[src/rtl/microwave_time_entry_if.sv]
// Keypad/timer-side signal bundle for microwave_time_entry.
// master = keypad and timer environment, slave = the entry block.
interface microwave_time_entry_if;
  logic       key_valid;
  logic [3:0] key_code;
  logic       start;
  logic       cancel;
  logic       zero;
  logic [3:0] uni_sec;
  logic [3:0] dez_sec;
  logic [3:0] min;
  logic       load;
  logic       enable;
  logic       cnt_clear;
  logic       key_err;
  logic       done;
  logic       busy;

  modport master (
    output key_valid, key_code, start, cancel, zero,
    input  uni_sec, dez_sec, min, load, enable, cnt_clear, key_err, done, busy
  );

  modport slave (
    input  key_valid, key_code, start, cancel, zero,
    output uni_sec, dez_sec, min, load, enable, cnt_clear, key_err, done, busy
  );
endinterface

[src/rtl/microwave_time_entry.sv]
// Keypad time entry and run control for the microwave countdown timer.
// Optional macro QUICK_START_EN: start with 0:00 loads a 30-second quick start.
module microwave_time_entry #(
  parameter int DONE_CYCLES = 4,
  parameter int MAX_DEZ     = 5
) (
  input  logic                   clk,
  input  logic                   clear_n,
  microwave_time_entry_if.slave  bus
);
  localparam int CW = (DONE_CYCLES > 1) ? $clog2(DONE_CYCLES) : 1;
  localparam logic [CW-1:0] CNT_LAST = CW'(DONE_CYCLES - 1);

  typedef enum logic [2:0] {IDLE, ENTRY, LOAD, RUN, PAUSED, DONE} state_t;

  state_t        state_reg, state_next;
  logic [3:0]    uni_reg, uni_next;
  logic [3:0]    dez_reg, dez_next;
  logic [3:0]    min_reg, min_next;
  logic          armed_reg, armed_next;
  logic [CW-1:0] cnt_reg, cnt_next;
  logic          load_reg, load_next;
  logic          enable_reg, enable_next;
  logic          cnt_clear_reg, cnt_clear_next;
  logic          key_err_reg, key_err_next;
  logic          done_reg, done_next;
  logic          busy_reg, busy_next;
  logic          digits_zero;

  assign digits_zero = (uni_reg == 4'd0) && (dez_reg == 4'd0) && (min_reg == 4'd0);

  always_ff @(posedge clk) begin
    if (!clear_n) begin
      state_reg     <= IDLE;
      uni_reg       <= '0;
      dez_reg       <= '0;
      min_reg       <= '0;
      armed_reg     <= 1'b0;
      cnt_reg       <= '0;
      load_reg      <= 1'b0;
      enable_reg    <= 1'b0;
      cnt_clear_reg <= 1'b0;
      key_err_reg   <= 1'b0;
      done_reg      <= 1'b0;
      busy_reg      <= 1'b0;
    end else begin
      state_reg     <= state_next;
      uni_reg       <= uni_next;
      dez_reg       <= dez_next;
      min_reg       <= min_next;
      armed_reg     <= armed_next;
      cnt_reg       <= cnt_next;
      load_reg      <= load_next;
      enable_reg    <= enable_next;
      cnt_clear_reg <= cnt_clear_next;
      key_err_reg   <= key_err_next;
      done_reg      <= done_next;
      busy_reg      <= busy_next;
    end
  end

  always_comb begin
    state_next     = state_reg;
    uni_next       = uni_reg;
    dez_next       = dez_reg;
    min_next       = min_reg;
    armed_next     = armed_reg;
    cnt_next       = cnt_reg;
    cnt_clear_next = 1'b0;
    key_err_next   = 1'b0;

    case (state_reg)
      IDLE, ENTRY: begin
        if (bus.cancel) begin
          state_next     = IDLE;
          uni_next       = '0;
          dez_next       = '0;
          min_next       = '0;
          cnt_clear_next = 1'b1;
        end else if (bus.start) begin
          if (digits_zero) begin
`ifdef QUICK_START_EN
            min_next   = 4'd0;
            dez_next   = 4'd3;
            uni_next   = 4'd0;
            state_next = LOAD;
`endif
          end else begin
            state_next = LOAD;
          end
        end else if (bus.key_valid) begin
          // The current units digit becomes tens-of-seconds, so it must fit mod-6.
          if (bus.key_code > 4'd9 || uni_reg > 4'(MAX_DEZ)) begin
            key_err_next = 1'b1;
          end else begin
            min_next   = dez_reg;
            dez_next   = uni_reg;
            uni_next   = bus.key_code;
            state_next = ENTRY;
          end
        end
      end
      LOAD: begin
        state_next = RUN;
        armed_next = 1'b0;
      end
      RUN: begin
        if (bus.cancel) begin
          state_next = PAUSED;
        end else if (!armed_reg) begin
          // Timer may still show the stale 0:00 while loading; skip one zero sample.
          armed_next = 1'b1;
        end else if (bus.zero) begin
          state_next = DONE;
          cnt_next   = '0;
        end
      end
      PAUSED: begin
        if (bus.cancel) begin
          state_next     = IDLE;
          uni_next       = '0;
          dez_next       = '0;
          min_next       = '0;
          cnt_clear_next = 1'b1;
        end else if (bus.start) begin
          state_next = RUN;
        end
      end
      DONE: begin
        if (bus.cancel || cnt_reg == CNT_LAST) begin
          state_next = IDLE;
          uni_next   = '0;
          dez_next   = '0;
          min_next   = '0;
        end else begin
          cnt_next = cnt_reg + 1'b1;
        end
      end
      default: state_next = IDLE;
    endcase

    load_next   = (state_next == LOAD);
    enable_next = (state_next == RUN);
    done_next   = (state_next == DONE);
    busy_next   = (state_next == LOAD) || (state_next == RUN) ||
                  (state_next == PAUSED) || (state_next == DONE);
  end

  assign bus.uni_sec   = uni_reg;
  assign bus.dez_sec   = dez_reg;
  assign bus.min       = min_reg;
  assign bus.load      = load_reg;
  assign bus.enable    = enable_reg;
  assign bus.cnt_clear = cnt_clear_reg;
  assign bus.key_err   = key_err_reg;
  assign bus.done      = done_reg;
  assign bus.busy      = busy_reg;
endmodule
[src/flat_wrapper.sv]
// flat-port wrapper written by rule: the top's interface ports become plain ports
module microwave_time_entry_flat 
#(
  parameter int DONE_CYCLES = 4,
  parameter int MAX_DEZ     = 5
)
  (clk, clear_n, bus_key_valid, bus_key_code, bus_start, bus_cancel, bus_zero, bus_uni_sec, bus_dez_sec, bus_min, bus_load, bus_enable, bus_cnt_clear, bus_key_err, bus_done, bus_busy);
  microwave_time_entry_if bus_i ();
  input  logic clk;
  input  logic clear_n;
  input wire logic [$bits(bus_i.key_valid)-1:0] bus_key_valid;
  input wire logic [$bits(bus_i.key_code)-1:0] bus_key_code;
  input wire logic [$bits(bus_i.start)-1:0] bus_start;
  input wire logic [$bits(bus_i.cancel)-1:0] bus_cancel;
  input wire logic [$bits(bus_i.zero)-1:0] bus_zero;
  output wire logic [$bits(bus_i.uni_sec)-1:0] bus_uni_sec;
  output wire logic [$bits(bus_i.dez_sec)-1:0] bus_dez_sec;
  output wire logic [$bits(bus_i.min)-1:0] bus_min;
  output wire logic [$bits(bus_i.load)-1:0] bus_load;
  output wire logic [$bits(bus_i.enable)-1:0] bus_enable;
  output wire logic [$bits(bus_i.cnt_clear)-1:0] bus_cnt_clear;
  output wire logic [$bits(bus_i.key_err)-1:0] bus_key_err;
  output wire logic [$bits(bus_i.done)-1:0] bus_done;
  output wire logic [$bits(bus_i.busy)-1:0] bus_busy;
  assign bus_i.key_valid = bus_key_valid;
  assign bus_i.key_code = bus_key_code;
  assign bus_i.start = bus_start;
  assign bus_i.cancel = bus_cancel;
  assign bus_i.zero = bus_zero;
  assign bus_uni_sec = bus_i.uni_sec;
  assign bus_dez_sec = bus_i.dez_sec;
  assign bus_min = bus_i.min;
  assign bus_load = bus_i.load;
  assign bus_enable = bus_i.enable;
  assign bus_cnt_clear = bus_i.cnt_clear;
  assign bus_key_err = bus_i.key_err;
  assign bus_done = bus_i.done;
  assign bus_busy = bus_i.busy;
  microwave_time_entry #(.DONE_CYCLES(DONE_CYCLES), .MAX_DEZ(MAX_DEZ)) u_core (.clk(clk), .clear_n(clear_n), .bus(bus_i));
endmodule
[config.mk]
export PLATFORM = sky130hd
export DESIGN_NAME = microwave_time_entry_flat
export DESIGN_NICKNAME = d
export VERILOG_FILES = /design/src/rtl/microwave_time_entry_if.sv /design/src/rtl/microwave_time_entry.sv /design/src/flat_wrapper.sv
export SDC_FILE = /design/constraint.sdc
export NUM_CORES = 1
export LEC_CHECK = 0
export ABC_CLOCK_PERIOD_IN_PS = 1600
export BUFFER_PORTS_ARGS = -buffer_cell sky130_fd_sc_hd__buf_2
export CAP_MARGIN = 15
export CORE_UTILIZATION = 54
export CTS_BUF_LIST = sky130_fd_sc_hd__clkbuf_4 sky130_fd_sc_hd__clkbuf_8
export CTS_CLUSTER_SIZE = 14
export DETAILED_ROUTE_END_ITERATION = 16
export PLACE_DENSITY = 0.81
export SLEW_MARGIN = 40
export SYNTH_ARGS = -nofsm -noshare
export SYNTH_HDL_FRONTEND = slang
export SYNTH_SLANG_ARGS = --single-unit
[constraint.sdc]
create_clock -name clk -period 1.6 [get_ports clk]
set_input_delay 0.08 -clock clk [delete_from_list [all_inputs] [get_ports clk]]
set_output_delay 0.08 -clock clk [all_outputs]
set_load 0.01 [all_outputs]
## Word-level counts from Yosys, hierarchy flattened

Index checks and enable logic that the tools add are counted.

- Bits of input ports: 10
- Flip-flop bits (word level): 24
- Word-level logic and storage cells: 96

- Reductions and logical operators: 21
- Add/subtract/negate cells: 1
- Equal/unequal tests: 19
- Bitwise logic cells: 3
- Mux-type cells: 38
- Order comparisons: 2

Operators by type and width:

| cell | count |
|---|---|
| 2-to-1 mux 4 bit | 14 |
| one-hot mux 4 bit (3 select lines) | 3 |
| 2-to-1 mux 3 bit | 11 |
| one-hot mux 3 bit (5 select lines) | 1 |
| equality test 3 x 2 -> 1 bit, second input constant | 4 |
| equality test 3 bit, second input constant | 4 |
| logical NOT 4 bit | 3 |
| != test 3 bit, second input constant | 3 |
| 2-to-1 mux 2 bit | 4 |
| != test 2 bit, second input constant | 4 |
| AND reduction 6 bit | 1 |
| logical OR 1 bit | 5 |
| AND reduction 5 bit | 1 |
| OR reduction 5 bit | 1 |
| greater-than comparator 4 x 3 -> 1 bit, second input constant | 1 |
| greater-than comparator 4 bit, second input constant | 1 |
| != test 2 x 1 -> 1 bit, second input constant | 2 |
| one-hot mux 2 bit (2 select lines) | 1 |
| AND reduction 2 bit | 2 |
| nonzero test 2 bit | 2 |
| equality test 3 x 1 -> 1 bit, second input constant | 1 |
| logical NOT 3 bit | 1 |
| 2-to-1 mux 1 bit | 3 |
| NOT 1 bit | 3 |
| 7 further kinds | 8 |

## Depth between registers and ports, before layout

Gate-level depths: netlist of run 1.

- Word-level depth: 11
- Gate-level depth with buffers: 6

## Worst setup path after synthesis of run 1

OpenSTA, ideal clock, no wires.

- Path kind: register to register
- Start: register u_core.uni_reg[0] (netlist: u_core.bus.uni_sec[0])
- End: register u_core.busy_reg (netlist: u_core.bus.busy)
- Cell stages (with the launch flop): 5
- Setup time: 0.127 ns
- Setup slack: 0.094 ns
- Period minus slack after synthesis: 1.506 ns
- Data arrival time: 1.379 ns
- Data required time: 1.473 ns
- Path buffers: 0
- Cell sequence: dfxtp_1 > or4_4 > o31ai_4 > nand2b_1 > a31oi_1

- Cells in the longest elaborated chain, start to end: 11
- Elaborated cells on any way between the ends: 18

RTL lines:

| what | line | RTL |
|---|---|---|
| from (decl) | microwave_time_entry.sv:17 | `logic [3:0] uni_reg, uni_next;` |
| from (signal assigned) | microwave_time_entry.sv:48 | `uni_reg <= uni_next;` |
| greater-than comparator 4 x 3 -> 1 bit or logical NOT 4 bit (tied branches) | microwave_time_entry.sv:93, microwave_time_entry.sv:30 |  |
| logical OR 1 bit or logical AND 1 bit (tied branches) | microwave_time_entry.sv:93, microwave_time_entry.sv:30 |  |
| 2-to-1 mux 3 bit or logical AND 1 bit (tied branches) | microwave_time_entry.sv:93, microwave_time_entry.sv:30 |  |
| 2-to-1 mux 3 bit, on equally long branches | microwave_time_entry.sv:91, microwave_time_entry.sv:81 |  |
| 2-to-1 mux 3 bit (*) | microwave_time_entry.sv:80 | `end else if (bus.start) begin` |
| 2-to-1 mux 3 bit (*) | microwave_time_entry.sv:74 | `if (bus.cancel) begin` |
| one-hot mux 3 bit (5 select lines) (*) | microwave_time_entry.sv:72 | `case (state_reg)` |
| equality test 3 x 2 -> 1 bit | microwave_time_entry.sv:145 | `busy_next = (state_next == LOAD) \|\| (state_next == RUN) \|\|` |
| logical OR 1 bit (2 in a row) | microwave_time_entry.sv:145 |  |
| logical OR 1 bit (*) | microwave_time_entry.sv:146 | `(state_next == PAUSED) \|\| (state_next == DONE);` |
| to (signal assigned) | microwave_time_entry.sv:58 | `busy_reg <= busy_next;` |
| to (decl) | microwave_time_entry.sv:27 | `logic busy_reg, busy_next;` |

Every way passes the cells marked *; elsewhere a longest branch is shown, timed or not.
A chain may end at the register's enable or synchronous reset.

## Worst setup path after layout of run 1

- Start: register u_core.min_reg[1] (netlist: u_core.bus.min[1])
- End: register u_core.enable_reg (netlist: u_core.bus.enable)

- Cells in the longest elaborated chain, start to end: 7

RTL lines:

| what | line | RTL |
|---|---|---|
| from (decl) | microwave_time_entry.sv:19 | `logic [3:0] min_reg, min_next;` |
| from (signal assigned) | microwave_time_entry.sv:50 | `min_reg <= min_next;` |
| logical NOT 4 bit | microwave_time_entry.sv:30 | `assign digits_zero = (uni_reg == 4'd0) && (dez_reg == 4'd0) && (min_reg == 4'd0);` |
| logical AND 1 bit | microwave_time_entry.sv:30 |  |
| 2-to-1 mux 3 bit | microwave_time_entry.sv:81 | `if (digits_zero) begin` |
| 2-to-1 mux 3 bit | microwave_time_entry.sv:80 |  |
| 2-to-1 mux 3 bit | microwave_time_entry.sv:74 |  |
| one-hot mux 3 bit (5 select lines) | microwave_time_entry.sv:72 |  |
| equality test 3 x 2 -> 1 bit | microwave_time_entry.sv:143 | `enable_next = (state_next == RUN);` |
| to (signal assigned) | microwave_time_entry.sv:54 | `enable_reg <= enable_next;` |
| to (decl) | microwave_time_entry.sv:23 | `logic enable_reg, enable_next;` |

No other way between the ends.

==> reports/results.md, run 1 <==
• **run status** finished, final reports clean
• **routability congestion estimate from global placement** 0.7989
• **Switching Fraction** 24.98%
• **number of global-route vias before repair** 848
• **Die Area** 2241 um2
• **Data required, critical path** 1.85 ns
• **number of DRC markers in iteration 0** 22
• **average vias per placed instance** 5.565
• **count of state elements after synthesis** 24
• **placed inst area** 1285 um2
• **antenna-violating nets left** 0
• **depth of the worst hold-timing path** 3
• **Clk Latency, worst-skew pair** 0.31 ns
• **row count** 16
• **gate count of the mapped netlist** 123
• **buffers added on ports** 27
• **Die Wd** 47.34 um
• **Inserted Clock Buffers** 3
• **portion of the clock cycle consumed by the worst path in the final layout** 99.11%
• **top area cells in the synthesized netlist** sky130_fd_sc_hd__dfxtp_1, sky130_fd_sc_hd__mux2i_1, sky130_fd_sc_hd__nand2_1, sky130_fd_sc_hd__a31oi_1, sky130_fd_sc_hd__a21oi_1
• **Clock H-tree levels** 1
• **final number of hold-violating endpoints** 0
• **HPWL after detailed placement** 1669 um
• **master of the slowest instance on the critical path** sky130_fd_sc_hd__or4_4
• **total stage count of the critical path** 4
• **Worst setup EP type** flip-flop
• **fraction of layout cells with a size suffix above 1** 33.12%
• **final worst clock skew** 0.0007776 ns
• **Antenna diodes** 0
• **post-synthesis instance area** 1110 um2
• **net load switching power** 0.0003225 W
• **combined global-route utilization of all metal layers** 22.70%
• **category of the critical setup timing path** flip-flop to flip-flop
• **cell taking the most area after synthesis** sky130_fd_sc_hd__dfxtp_1
• **Finished Layout Cells** 184
• **Comb pwr share** 15.2%
• **effective utilization at floorplan** 57.15%
• **iteration count of the initial detailed-routing pass** 4
• **top-area cell type share of the netlist area** 43.29%
• **ordered list of cells on the worst path** or4_4 -> o31ai_4 -> nand4_2 -> a31oi_1
• **final setup violating endpoints** 0
• **kind of cell adding the most delay to the critical path** simple AND/OR/NAND/NOR gates
• **crit path DAT** 1.84 ns
• **total grt overflow** 0
• **wire per inst** 13.28 um
• **overall via count from detail_route** 1024
• **number of DRC violations after detailed routing** 0
• **startpoint type of the worst setup path** flip-flop
• **final period demand of the worst path** 1.586 ns
• **Max Freq** 0.6306 GHz
• **Clock Sink Count** 24
• **post-layout net count** 169
• **sequential element share of the synthesized area** 43.29%
• **part of the power in registers** 50.4%
• **Peak supply drop** 0.6116 mV
• **buffer and inverter count on the worst path** 0
• **post-synth cell types** 34
• **Slew HR** 70.53%
• **floorplan die height** 47.34 um
• **worst-margin pin slew** 0.4415 ns
• **first-pass GRT wire length** 3567 um
• **Worst-path clk slew** 0.14 ns
• **Fin Hold WS** 0.007204 ns
• **maximum number of pins on one net before global-route repair** 19
• **unrepaired setup endpoints after global routing** true
• **Max Root-Sink Buffers** 2
• **clock group share of total power** 34.3%
• **CP peak stage delay** 0.54 ns
• **standard cell core area** 1942 um2
• **number of antenna violations at the first check in global routing** 0
• **leading cell type in the layout, fill and taps excluded** sky130_fd_sc_hd__buf_2
• **path type of the worst min-delay path** input port to flip-flop
• **P_int** 0.0009683 W
• **total nets after synthesis** 134
• **Max Cap Violations** 0
• **TritonCTS clock tree** yes
• **maximum fanout along the worst path** 3
• **I/O pin count** 28
• **Yosys warnings** 0
• **Leak** 0.6167 nW
• **power density normalized to cell area** 925.2 nW/um2
• **total placed cells including tap cells** 175
• **post-route cell area** 1395 um2
• **Root Buffer** sky130_fd_sc_hd__clkbuf_4
• **layout overhead on the synthesized area** 25.70%
• **share of the core filled with cells in the final layout** 71.84%
• **final number of max-transition violations** 0
• **worst reg2reg path depth** 4
• **commonest cells after routing, fill and taps aside** sky130_fd_sc_hd__buf_2, sky130_fd_sc_hd__nand2_1, sky130_fd_sc_hd__dfxtp_1, sky130_fd_sc_hd__mux2i_1, sky130_fd_sc_hd__buf_4
• **total wire length** 2444 um
• **post-synthesis average cell area** 9.023 um2
power groups by stage:
stage	combinational, W	clock, W	sequential, W
final	0.000197	0.000443	0.000651
after global routing	0.000214	0.000466	0.000656
after CTS	0.000190	0.000450	0.000650
after detailed placement	0.000185	0	0.000664
after global placement	0.000183	0	0.000662
after floorplan	0.000139	0	0.000655
per-layer routing:
metal  routed length, um  GRT usage, %  vias to the layer above
met4                  25         10.86                        0
met1                1053         29.37                      480
met2                1242         35.89                       35
met5                   0             0                        -
li1                    -             -                      505
met3                 122         4.615                        4
final cells by class:
| class | instances | area [um2] |
|---|---|---|
| inverter | 2 | 7.507 |
| sequential | 24 | 485.5 |
| clock inverter | 1 | 30.03 |
| multi-input combinational | 89 | 593.1 |
| tap | 27 | 33.78 |
| clock buffer | 3 | 22.52 |
| timing repair buffer | 38 | 222.7 |
| fill | 158 | 546.8 |
worst reg2reg max path, delay by kind of cell (launching register included):
kind | cells | cell delay (ns)
simple gates | 2 | 0.69
compound gates | 2 | 0.48
flops | 1 | 0.35
stage by stage:
step / setup TNS (ns) / power (W) / setup slack [ns]
after floorplan: 0 / 0.0007939 / 0.09383
after global placement: 0 / 0.0008452 / 0.1025
after detailed placement: 0 / 0.0008493 / 0.04936
after CTS: 0 / 0.001290 / 0.01950
after global routing: -0.1052 / 0.001337 / -0.06535
final: 0 / 0.001291 / 0.01425
worst paths after layout:
check	startpoint	slack, ns	to
worst max-delay path	u_core.bus.min[1]	0.01	u_core.bus.enable
worst min-delay path	bus_key_code[3]	0.007	u_core.bus.uni_sec[3]
worst max register to register	u_core.bus.min[1]	0.01	u_core.bus.enable
worst min register to register	u_core.bus.min[3]	0.49	u_core.bus.min[3]
synth_stat cells (all sizes together):
cell type	instances
nor4	1
nand3	1
buf	6
nor2b	3
and2	1
nand4	3
nor3	2
a21oi	5
nor4bb	1
ha	1
nand2	26
a31oi	6
nor2	5
nand2b	4
mux2i	12
a211oi	2
a22oi	1
and4b	2
o221a	1
a2111oi	1
nor3b	3
or4	3
dfxtp	24
o22a	1
o21ai	3
o31ai	1
inv	2
clkbuf	2
kinds of logic after synthesis:
| group | after synthesis | synth area share, % |
|---|---|---|
| simple gates | 55 | 27.06 |
| flops | 24 | 43.29 |
| compound gates | 21 | 13.53 |
| mux | 12 | 10.82 |
| buf+inv | 10 | 4.172 |
| fa+ha+maj | 1 | 1.127 |
repair_timing:
item | 4_1_cts | 5_1_grt
gates resized for setup | 0 | 7
endpoints found under the setup margin | 0 | 3
endpoints found under the hold margin | 2 | 0
hold buffers | 2 | 0
setup buffers | 0 | 3
Note: power is estimated with default switching activity, not from simulation.
==> inputs of run 2 (changes only) <==
--- a/config.mk
+++ b/config.mk
@@ -8,11 +8,13 @@
 export ABC_CLOCK_PERIOD_IN_PS = 1600
 export BUFFER_PORTS_ARGS = -buffer_cell sky130_fd_sc_hd__buf_2
 export CAP_MARGIN = 15
-export CORE_UTILIZATION = 54
+export CELL_PAD_IN_SITES_DETAIL_PLACEMENT = 0
+export CELL_PAD_IN_SITES_GLOBAL_PLACEMENT = 1
+export CORE_UTILIZATION = 40
 export CTS_BUF_LIST = sky130_fd_sc_hd__clkbuf_4 sky130_fd_sc_hd__clkbuf_8
 export CTS_CLUSTER_SIZE = 14
 export DETAILED_ROUTE_END_ITERATION = 16
-export PLACE_DENSITY = 0.81
+export PLACE_DENSITY_LB_ADDON = 0.1
 export SLEW_MARGIN = 40
 export SYNTH_ARGS = -nofsm -noshare
 export SYNTH_HDL_FRONTEND = slang
==> run 2 against run 1 <==
Effect of this change:
- wire length is 2.6% lower
- global-route usage is 4.4 points lower
- power is 14% lower
- non-clock buffer count is 3 lower
- die area is 33% higher
- sequential share of layout area is 1.4 points higher
- first-iteration DRC count is 27% lower
- clock skew is 0.0031 ns higher
- fmax is 1.2% higher
- sequential power hardly changed
- critical endpoint is now u_core.bus.done
- largest cell class unchanged
- largest power group unchanged
- highest routed layer unchanged
==> reports/results.md, run 2 (synthesized netlist as in run 1, its figures left out) <==
• **row count** 18, was 16
• **register-to-register setup slack** 0.03 ns, was 0.01 ns
• **Root Buffer** sky130_fd_sc_hd__clkbuf_4, unchanged
• **portion of the clock cycle consumed by the worst path in the final layout** 97.96%, was 99.11%
• **routability congestion estimate from global placement** 0.7287, was 0.7989
• **wire per inst** 13.01 um, was 13.28 um
• **ordered list of cells on the worst path** or4_4 -> o31ai_4 -> nand4_2 -> a31oi_1, unchanged
• **path type of the worst min-delay path** input port to flip-flop, unchanged
• **fraction of layout cells with a size suffix above 1** 30.72%, was 33.12%
• **layout overhead on the synthesized area** 20.29%, was 25.70%
• **commonest cells after routing, fill and taps aside** sky130_fd_sc_hd__buf_2, sky130_fd_sc_hd__nand2_1, sky130_fd_sc_hd__dfxtp_1, sky130_fd_sc_hd__mux2i_1, sky130_fd_sc_hd__buf_4, unchanged
• **Clock H-tree levels** 1, unchanged
• **Peak supply drop** 0.5991 mV, was 0.6116 mV
• **floorplan die height** 54.68 um, was 47.34 um
• **average vias per placed instance** 5.290, was 5.565
• **number of buffers added to fix hold violations after cts** 0, was 2
• **first-pass GRT wire length** 3926 um, was 3567 um
• **leading cell type in the layout, fill and taps excluded** sky130_fd_sc_hd__buf_2, unchanged
• **total placed cells including tap cells** 180, was 175
• **iteration count of the initial detailed-routing pass** 4, unchanged
• **effective utilization at floorplan** 43.61%, was 57.15%
• **Inserted Clock Buffers** 3, unchanged
• **I/O pin count** 28, unchanged
• **kind of cell adding the most delay to the critical path** simple AND/OR/NAND/NOR gates, unchanged
• **sink of the worst hold path** u_core.bus.uni_sec[0], was u_core.bus.uni_sec[3]
• **startpoint type of the worst setup path** flip-flop, unchanged
• **post-layout worst setup margin** 0.03259 ns, was 0.01425 ns
• **antenna-violating nets left** 0, unchanged
• **total grt overflow** 0, unchanged
• **Data required, critical path** 1.84 ns, was 1.85 ns
• **overall via count from detail_route** 968, was 1024
• **final worst clock skew** 0.003859 ns, was 0.0007776 ns
• **HP Start** bus_key_code[0], was bus_key_code[3]
• **unrepaired setup endpoints after global routing** true, unchanged
• **number of DRC violations after detailed routing** 0, unchanged
• **maximum number of pins on one net before global-route repair** 18, was 19
• **worst r2r src** u_core.bus.dez_sec[3], was u_core.bus.min[1]
• **Max Root-Sink Buffers** 2, unchanged
• **Antenna diodes** 0, unchanged
• **CP peak stage delay** 0.54 ns, about the same
• **number of global-route vias before repair** 885, was 848
• **number of antenna violations at the first check in global routing** 0, unchanged
• **HPWL after detailed placement** 1795 um, was 1669 um
• **TritonCTS clock tree** yes, unchanged
• **post-route cell area** 1335 um2, was 1395 um2
• **final period demand of the worst path** 1.567 ns, was 1.586 ns
• **crit path DAT** 1.81 ns, was 1.84 ns
• **placed inst area** 1304 um2, was 1285 um2
• **run status** finished, final reports clean, unchanged
• **final number of hold-violating endpoints** 0, unchanged
• **master of the slowest instance on the critical path** sky130_fd_sc_hd__or4_4, unchanged
• **Die Area** 2989 um2, was 2241 um2
• **Worst-path clk slew** 0.12 ns, was 0.14 ns
• **total wire length** 2380 um, was 2444 um
• **Die Wd** 54.68 um, was 47.34 um
• **Max Freq** 0.6380 GHz, was 0.6306 GHz
• **total of cells resized after clock tree synthesis** 0, unchanged
• **Max Cap Violations** 0, unchanged
• **worst-margin pin slew** 0.3353 ns, was 0.4415 ns
• **maximum fanout along the worst path** 4, was 3
• **category of the critical setup timing path** flip-flop to flip-flop, unchanged
• **Critical R2R Capture** u_core.bus.done, was u_core.bus.enable
• **Finished Layout Cells** 183, was 184
• **buffers added on ports** 27, unchanged
• **Post-CTS Setup Repair Bufs** 0, unchanged
• **Clk Latency, worst-skew pair** 0.30 ns, was 0.31 ns
• **combined global-route utilization of all metal layers** 18.27%, was 22.70%
• **depth of the worst hold-timing path** 3, unchanged
• **number of DRC markers in iteration 0** 16, was 22
• **pre-CTS WS** 0.03317 ns, was 0.04936 ns
• **final setup violating endpoints** 0, unchanged
• **Worst setup EP type** flip-flop, unchanged
• **standard cell core area** 2545 um2, was 1942 um2
• **Slew HR** 77.44%, was 70.53%
• **worst reg2reg path depth** 4, unchanged
• **buffer and inverter count on the worst path** 0, unchanged
• **Clock Sink Count** 24, unchanged
• **post-layout net count** 166, was 169
• **final number of max-transition violations** 0, unchanged
• **power density normalized to cell area** 828.1 nW/um2, was 925.2 nW/um2
• **Leak** 0.5862 nW, was 0.6167 nW
run 2: cell types whose count changed in the layout (fill, tap and decap cells not counted), sizes merged:
cell / before / now
dlygate4sd3: 2 / 0
bufinv: 1 / 0
buf: 36 / 35
run 2: through the flow:
step	total power [W]	utilization [%]	hold slack (ns)	setup TNS, ns
4_1_cts	0.001116	52.11	0.005138	0
5_1_grt	0.001164	52.46	0.01468	-0.09293
6_report	0.001106	52.46	0.01422	0
3_5_place_dp	0.0008612	51.23	0.3411	0
3_3_place_gp	0.0008596	51.23	0.3387	0
2_1_floorplan	0.0007939	-	0.2131	0
run 2: worst reg2reg max path: cells and delay by family, from the launching register on:
family | cells | cell delay [ns]
AO/OA/AOI/OAI | 2 | 0.46
flip-flops | 1 | 0.35
AND/OR/NAND/NOR | 2 | 0.69
run 2: worst max-delay path by stage:
stage | from | to | cells after the start
3_5_place_dp | u_core.cnt_reg[0] | u_core.bus.done | 5
3_3_place_gp | u_core.cnt_reg[0] | u_core.bus.done | 5
2_1_floorplan | u_core.bus.uni_sec[0] | u_core.bus.busy | 4
4_1_cts | u_core.cnt_reg[0] | u_core.bus.done | 5
5_1_grt | u_core.bus.dez_sec[3] | u_core.bus.enable | 4
6_report | u_core.bus.dez_sec[3] | u_core.bus.done | 4
run 2: area by class of cell:
class | instances | area (um2)
repair buffers | 35 | 195.2
flip-flops and latches | 24 | 483.0
multi-input cells | 89 | 589.3
clock buffers | 3 | 22.52
fillers | 249 | 1210
well taps | 30 | 37.54
inverters | 2 | 7.507
run 2: report_power, final:
group	total (W)	internal, W	switching, W
combinational	0.000202	0.0000943	0.000108
sequential	0.000648	0.000621	0.0000267
clock	0.000255	0.0000877	0.000167
total	0.00111	0.000804	0.000302
run 2: metal layers:
metal  vias up  part of all wire (%)  routed length [um]  GRT usage, %
li1        503                     -                   -             -
met5         -                     0                   0             0
met2        21                    48                1134         31.33
met3         2                   4.4                 104         2.500
met1       442                    47                1128         23.46
met4         0                  0.50                  12         5.128
